**src/rtl/fwd_pkg.sv**
```systemverilog
// Shared types and helpers for the forwarder combiner tree.
// Side-select encoding and packet-length width derivation.
package fwd_pkg;

    typedef enum logic {
        SEL_LEFT  = 1'b0,
        SEL_RIGHT = 1'b1
    } fwd_sel_t;

    localparam int DEF_DATA_WIDTH = 64;
    localparam int DEF_ADDR_WIDTH = 10;

    // A packet may fill the whole buffer, so length needs one bit more than the address.
    function automatic int plen_w(input int addr_width);
        return addr_width + 1;
    endfunction

    function automatic fwd_sel_t other_side(input fwd_sel_t side);
        return (side == SEL_LEFT) ? SEL_RIGHT : SEL_LEFT;
    endfunction

endpackage

```
**src/rtl/fwd_rr_arbiter.sv**
```systemverilog
// Round-robin owner select for one combiner node.
// A done pulse always hands over; otherwise switch only to claim an idle port.
//
//  state     | meaning
//  SEL_LEFT  | left source owns the forwarder read port
//  SEL_RIGHT | right source owns the forwarder read port
module fwd_rr_arbiter
    import fwd_pkg::*;
(
    input  logic     clk,
    input  logic     rst_n,
    input  logic     ready_l,
    input  logic     ready_r,
    input  logic     done,
    output fwd_sel_t sel
);

    fwd_sel_t r_sel;
    fwd_sel_t w_sel_nxt;
    logic     w_ready_own;
    logic     w_ready_oth;

    always_ff @(posedge clk) begin
        if (!rst_n) begin
            r_sel <= SEL_LEFT;
        end else begin
            r_sel <= w_sel_nxt;
        end
    end

    always_comb begin
        w_sel_nxt   = r_sel;
        w_ready_own = (r_sel == SEL_LEFT) ? ready_l : ready_r;
        w_ready_oth = (r_sel == SEL_LEFT) ? ready_r : ready_l;
        // Done wins even if the finished side still shows ready for a cycle.
        if (done) begin
            w_sel_nxt = other_side(r_sel);
        end else if (!w_ready_own && w_ready_oth) begin
            w_sel_nxt = other_side(r_sel);
        end
    end

    assign sel = r_sel;

endmodule

```
**src/rtl/fwd_combine.sv**
```systemverilog
// 2:1 combiner between two packet-buffer sources and one forwarder; cascadable into a tree.
// Optional macro RD_DATA_REG_EN adds a register stage on the returned read data.
module fwd_combine
    import fwd_pkg::*;
#(
    parameter  int DATA_WIDTH = DEF_DATA_WIDTH,
    parameter  int ADDR_WIDTH = DEF_ADDR_WIDTH,
    localparam int PLEN_W     = plen_w(ADDR_WIDTH)
) (
    input  logic                  clk,
    input  logic                  rst_n,

    output logic [ADDR_WIDTH-1:0] forwarder_rd_addr_left,
    input  logic [DATA_WIDTH-1:0] forwarder_rd_data_left,
    output logic                  forwarder_rd_en_left,
    output logic                  forwarder_done_left,
    input  logic                  ready_for_forwarder_left,
    input  logic [PLEN_W-1:0]     len_to_forwarder_left,

    output logic [ADDR_WIDTH-1:0] forwarder_rd_addr_right,
    input  logic [DATA_WIDTH-1:0] forwarder_rd_data_right,
    output logic                  forwarder_rd_en_right,
    output logic                  forwarder_done_right,
    input  logic                  ready_for_forwarder_right,
    input  logic [PLEN_W-1:0]     len_to_forwarder_right,

    input  logic [ADDR_WIDTH-1:0] forwarder_rd_addr,
    output logic [DATA_WIDTH-1:0] forwarder_rd_data,
    input  logic                  forwarder_rd_en,
    input  logic                  forwarder_done,
    output logic                  ready_for_forwarder,
    output logic [PLEN_W-1:0]     len_to_forwarder
);

    fwd_sel_t w_sel_q;
    fwd_sel_t w_sel;
    fwd_sel_t r_data_sel;
    logic     w_own_right;

    fwd_rr_arbiter u_arb (
        .clk     (clk),
        .rst_n   (rst_n),
        .ready_l (ready_for_forwarder_left),
        .ready_r (ready_for_forwarder_right),
        .done    (forwarder_done),
        .sel     (w_sel_q)
    );

    // While reset is held the left side is presented, independent of any clock edge.
    assign w_sel       = rst_n ? w_sel_q : SEL_LEFT;
    assign w_own_right = (w_sel == SEL_RIGHT);

    // Sources answer one cycle after rd_en, so the data mux follows the previous owner.
    always_ff @(posedge clk) begin
        if (!rst_n) begin
            r_data_sel <= SEL_LEFT;
        end else begin
            r_data_sel <= w_sel_q;
        end
    end

    assign ready_for_forwarder = w_own_right ? ready_for_forwarder_right : ready_for_forwarder_left;
    assign len_to_forwarder    = w_own_right ? len_to_forwarder_right : len_to_forwarder_left;

    assign forwarder_rd_addr_left  = forwarder_rd_addr;
    assign forwarder_rd_addr_right = forwarder_rd_addr;
    assign forwarder_rd_en_left    = forwarder_rd_en & ~w_own_right;
    assign forwarder_rd_en_right   = forwarder_rd_en & w_own_right;
    assign forwarder_done_left     = forwarder_done & ~w_own_right;
    assign forwarder_done_right    = forwarder_done & w_own_right;

`ifdef RD_DATA_REG_EN
    logic [DATA_WIDTH-1:0] r_rd_data;

    always_ff @(posedge clk) begin
        if (!rst_n) begin
            r_rd_data <= '0;
        end else begin
            r_rd_data <= (r_data_sel == SEL_RIGHT) ? forwarder_rd_data_right : forwarder_rd_data_left;
        end
    end

    assign forwarder_rd_data = r_rd_data;
`else
    fwd_sel_t w_data_sel;

    assign w_data_sel        = rst_n ? r_data_sel : SEL_LEFT;
    assign forwarder_rd_data = (w_data_sel == SEL_RIGHT) ? forwarder_rd_data_right
                                                         : forwarder_rd_data_left;
`endif

endmodule

```
**config.mk**
```make
export PLATFORM = sky130hd
export DESIGN_NAME = fwd_combine
export DESIGN_NICKNAME = d
export VERILOG_FILES = /design/src/rtl/fwd_pkg.sv /design/src/rtl/fwd_rr_arbiter.sv /design/src/rtl/fwd_combine.sv
export SDC_FILE = /design/constraint.sdc
export NUM_CORES = 1
export LEC_CHECK = 0
export ABC_AREA = 1
export CORE_AREA = 3 3 104 106
export CTS_CLUSTER_DIAMETER = 50
export DETAILED_ROUTE_END_ITERATION = 8
export DIE_AREA = 0 0 107 109
export GPL_TIMING_DRIVEN = 0
export PLACE_DENSITY = 0.69
export RECOVER_POWER = 25
export SLEW_MARGIN = 20
export SYNTH_ARGS = -nofsm -noshare
export SYNTH_HDL_FRONTEND = slang
export SYNTH_SLANG_ARGS = --single-unit
```
**constraint.sdc**
```tcl
create_clock -name clk -period 1 [get_ports clk]
set_input_delay 0.1 -clock clk [delete_from_list [all_inputs] [get_ports clk]]
set_output_delay 0.1 -clock clk [all_outputs]
set_load 0.01 [all_outputs]
```
=== Yosys cells after proc, flatten, opt, wreduce, memory -nomap -nowiden ===
Cells that the tools add are included.

* Bits in registers: 2
* Input port bits: 166
* Output and inout bits: 100
* Word-level logic and storage cells: 20

* Muxes and demuxes: 10
* Bitwise logic cells: 5
* Reductions and logical operators: 3

{| class="wikitable"
|+ Operator list
! operator !! number
|-
| $mux W64 || 1
|-
| $mux W11 || 1
|-
| $mux W1 || 8
|-
| $and A1 B1 Y1 || 4
|-
| $reduce_bool A2 Y1 || 1
|-
| $logic_and A1 B1 Y1 || 1
|-
| $logic_not A1 Y1 || 1
|-
| $not A1 Y1 || 1
|}

=== Longest topological paths before layout ===
* Word-level depth: 5
* Gate-level depth with buffers: 5
* Gate-level depth less buffers: 5

=== Modules after synthesis ===
Synthesis repeated with hierarchy kept, for this count alone.

* Cell total of the unflattened synthesis: 294
* Area total of the unflattened synthesis: 1,789.2 um2

{| class="wikitable"
|+ Modules (own cells, without submodules)
! module !! times used !! cells an instance !! area each (um2) !! sequential area each (um2)
|-
| fwd_combine || 1 || 282 || 1,726.7 || 20.0
|-
| fwd_rr_arbiter || 1 || 12 || 62.6 || 20.0
|}

=== Worst setup path after synthesis ===
No wires, ideal clock.

* Path kind: reg-to-output
* Start point: register u_arb.r_sel (netlist: u_arb.sel)
* End point: output forwarder_done_left
* Arrival time: 841 ps
* Data required time: 900 ps
* Path slack: 59 ps
* Stages on the path, launching flop included: 5
* Path buffers: 1
* Cell sequence: dfxtp_1 nand2_1 inv_2 buf_4 nor2_1

* Longest elaborated chain between the ends: 3

{| class="wikitable"
|+ Ends and longest elaborated chain
! what !! RTL line !! text
|-
| start: declaration || fwd_rr_arbiter.sv:18 || <nowiki>fwd_sel_t r_sel;</nowiki>
|-
| start signal: assignment || fwd_rr_arbiter.sv:27 || <nowiki>r_sel <= w_sel_nxt;</nowiki>
|-
| $mux W1 || - ||
|-
| named net w_own_right || fwd_combine.sv:38 || <nowiki>logic w_own_right;</nowiki>
|-
| $not A1 Y1 || fwd_combine.sv:69 || <nowiki>assign forwarder_done_left = forwarder_done & ~w_own_right;</nowiki>
|-
| $and A1 B1 Y1 || fwd_combine.sv:69 ||
|-
| end: declaration || fwd_combine.sv:16 || <nowiki>output logic forwarder_done_left,</nowiki>
|}

The timed path passes the listed nets, and every way through them passes these cells.

=== Worst setup path in the final report ===
* Start point: register r_data_sel
* End point: output forwarder_rd_data[17]

* Longest elaborated chain between the ends: 2

{| class="wikitable"
|+ Ends and longest elaborated chain
! what !! RTL line !! text
|-
| start: declaration || fwd_combine.sv:37 || <nowiki>fwd_sel_t r_data_sel;</nowiki>
|-
| start signal: assignment || fwd_combine.sv:58 || <nowiki>r_data_sel <= w_sel_q;</nowiki>
|-
| $mux W1 || fwd_combine.sv:87 || <nowiki>assign w_data_sel = rst_n ? r_data_sel : SEL_LEFT;</nowiki>
|-
| $mux W64 || fwd_combine.sv:88 || <nowiki>assign forwarder_rd_data = (w_data_sel == SEL_RIGHT) ? forwarder_rd_data_right</nowiki>
|-
| end: declaration || fwd_combine.sv:28 || <nowiki>output logic [DATA_WIDTH-1:0] forwarder_rd_data,</nowiki>
|}

No other way between the ends.

==> impl_metrics.csv <==
group,metric,value,unit
outcome,status,"finished, violations left",
outcome,failed_checks,"negative setup slack",
final_layout,final_common_cell,"clkdlybuf4s50_1",
power_and_ir_drop,p_comb_share,83.2,%
drt,drt_iter0_markers,149,
worst_setup_path,cp.required,0.90,ns
grt,overflow,0,
grt,grt_usage,15.2,%
power_and_ir_drop,internal_power,0.00161,W
worst_setup_path,path_max_fanout,5,
logic_synthesis,yosys.area.top_type,"nand2_1",
power_and_ir_drop,p_switching,0.000932,W
grt,grt_start_max_net_pins,11,
worst_setup_path,crit_type,"reg2out",
drt,vias,2965,
floorplan,placementRows,36,
floorplan,ios,266,
hold_path,hp-class,"in2reg",
power_and_ir_drop,p_leak,2.23,nW
worst_setup_path,worstSetupStartpoint,"r_data_sel",
final_layout,area_delta_synth_final,257,%
drt,wl_per_cell,14.6,um
sta,setup-tns-final,-26.43,ns
logic_synthesis,synth_warnings,0,
drt,first_pass_iters,4,
power_and_ir_drop,irDropWorstVdd,0.000482,V
drt,routed_wl,10.3,mm
logic_synthesis,synth_fp_nets,456,
placed_design,gp_congestion,0.795,
clock_network,cts_max_level,1,
logic_synthesis,postSynthAreaPerCell,4.51,sq um
grt,grt_pass1_vias,2909,
hold_path,hold_start,"rst_n",
power_and_ir_drop,clockPowerShare,13.1,%
final_layout,antenna_cells,0,
floorplan,coreArea,9860,sq um
clock_network,clkLatencyLatePin,0.22,ns
logic_synthesis,synth.distinct_cells,11,
floorplan,die_x,107,um
logic_synthesis,netlist.area_leader.share,48.2,%
clock_network,clkSinkCount,2,
sta,hold_violations,0,
grt,use_met2,30.8,%
logic_synthesis,synth_seq_area_share,3.06,%
power_and_ir_drop,swShare,36.6,%
clock_network,path_clk_slew,0.03,ns
power_and_ir_drop,seqPwrFrac,3.8,%
sta,clock_skew,0.00226,ns
clock_network,hold_buffers,0,
final_layout,regArea,45.0,sq um
final_layout,multi_input_area,1370,sq um
grt,use_met3,3.26,%
sta,layout_setup_ws,-0.425,ns
clock_network,clk_path_buf_depth,2,
sta,final.period_utilization,143,%
placed_design,portBuffers,255,
sta,relSlewSlack,70.4,%
drt,drcViolationCount,0,
final_layout,n_fill_cell,954,
worst_setup_path,rr_startpoint,"u_arb.sel",
clock_network,cts-root-buf,"clkbuf_8",
floorplan,start_util,13.3,%
power_and_ir_drop,power_density,545,nW/um^2
logic_synthesis,synthTopCellsByArea,"nand2_1 (48%), nand3_1 (24%), buf_4 (12%)",
final_layout,drive_above_1_share,40.9,%
floorplan,fp.dieArea,11700,sq um
clock_network,cts_tree,"built",
logic_synthesis,syn_area,1310,sq um
grt,grt.busiest_layer,"met2",
drt,vias_per_cell,4.19,
worst_setup_path,cp-start-kind,"register",
floorplan,die_y,109,um
drt,ant_nets,0,
final_layout,layout_common_cells,"clkdlybuf4s50_1 (170), nand2_1 (129), buf_2 (54)",
worst_setup_path,endpoint_kind,"output pin",
flow_run,maxCapViolations,0,
sta,setup-violations-final,80,
sta,hold_ws,0.481,ns
grt,grt_antenna_before_repair,0,
sta,fmax,702,MHz
final_layout,fin_nets,742,
grt,grt_pass1_wl,14.0,mm
clock_network,numCtsBuffers,3,
logic_synthesis,ys_seq_elements,2,
sta,drv_slew,0,
placed_design,hpwl,7.63,mm
final_layout,final_util,47.3,%
sta,rsz0062_at_grt,"true",
grt,use_met1,15.6,%
sta,finalCriticalPeriod,1.43,ns
sta,worst_pin_slew,0.445,ns
logic_synthesis,synthCells,290,
worst_setup_path,cp_data_arrival_time,1.33,ns
==> cell usage after synthesis <==
| master | n |
|---|---|
| nand2_1 | 168 |
| nand3_1 | 64 |
| buf_4 | 21 |
| buf_2 | 20 |
| nor2_1 | 6 |
| inv_1 | 5 |
| dfxtp_1 | 2 |
| a21oi_1 | 1 |
| clkbuf_1 | 1 |
| inv_2 | 1 |
| o21ai_0 | 1 |
==> worst paths after layout <==
check	slack [ns]	endpoint	depth (start not counted)
max	-0.43	forwarder_rd_data[17]	7
min	0.48	u_arb.sel	4
max reg2reg	0.12	r_data_sel	3
min reg2reg	0.67	u_arb.sel	4
==> worst max-delay path, stage by stage (launching register included) <==
cell     delay [ns]
dfxtp_4        0.37
buf_8          0.13
buf_12         0.12
buf_6          0.12
buf_6          0.12
nand3_1        0.06
nand2_1        0.06
buf_6          0.12
==> metrics by stage <==
stage / area, sq um / instances / worst slack (ns) / power (W)
2_1_floorplan: 1310 / 290 / 0.0594 / 0.000671
3_5_place_dp: 4030 / 678 / -1.13 / 0.00196
4_1_cts: 4180 / 705 / -0.443 / 0.00231
3_3_place_gp: 4030 / 678 / -1.12 / 0.00194
5_1_grt: 4660 / 707 / -0.465 / 0.00270
6_report: 4660 / 707 / -0.425 / 0.00254
==> power by group through the flow <==
stage | sequential, W | clock (W) | combinational, W
6_report | 0.0000958 | 0.000332 | 0.00211
5_1_grt | 0.0000965 | 0.000345 | 0.00226
4_1_cts | 0.0000981 | 0.000335 | 0.00187
3_5_place_dp | 0.0000916 | 0 | 0.00187
3_3_place_gp | 0.0000912 | 0 | 0.00185
2_1_floorplan | 0.0000906 | 0 | 0.000581
==> cell families after synthesis <==
logic type	count (synthesis)	share of synthesized area, %
flops	2	3.06
compound gates	2	0.765
buf+inv	48	21.7
simple gates	238	74.4
==> metal layers <==
layer	routed length (um)	part of all wire, %
met1	3750	36
met2	5570	54
met3	903	8.7
met4	119	1.2
met5	0	0
==> sequential cells by signal (all words and copies together), names as in the netlist <==
register and cells:
r_data_sel 1, u_arb.sel 1
==> area by class of cell <==
cell class              count  area share [%]
well taps                 133            3.57
clock buffers               3           0.885
multi-input cells         240            29.4
repair buffers            282            56.8
plain buffers              41            7.83
inverters                   6           0.590
flip-flops and latches      2           0.966
==> repair_timing <==
item / 4_1_cts / 5_1_grt
gates cloned: 6 / 1
setup endpoints to repair: 80 / 80
pin swaps: 26 / 39
buffers inserted: 18 / 3
resized for setup: 415 / 104
Power figures use the tool's default switching activity.
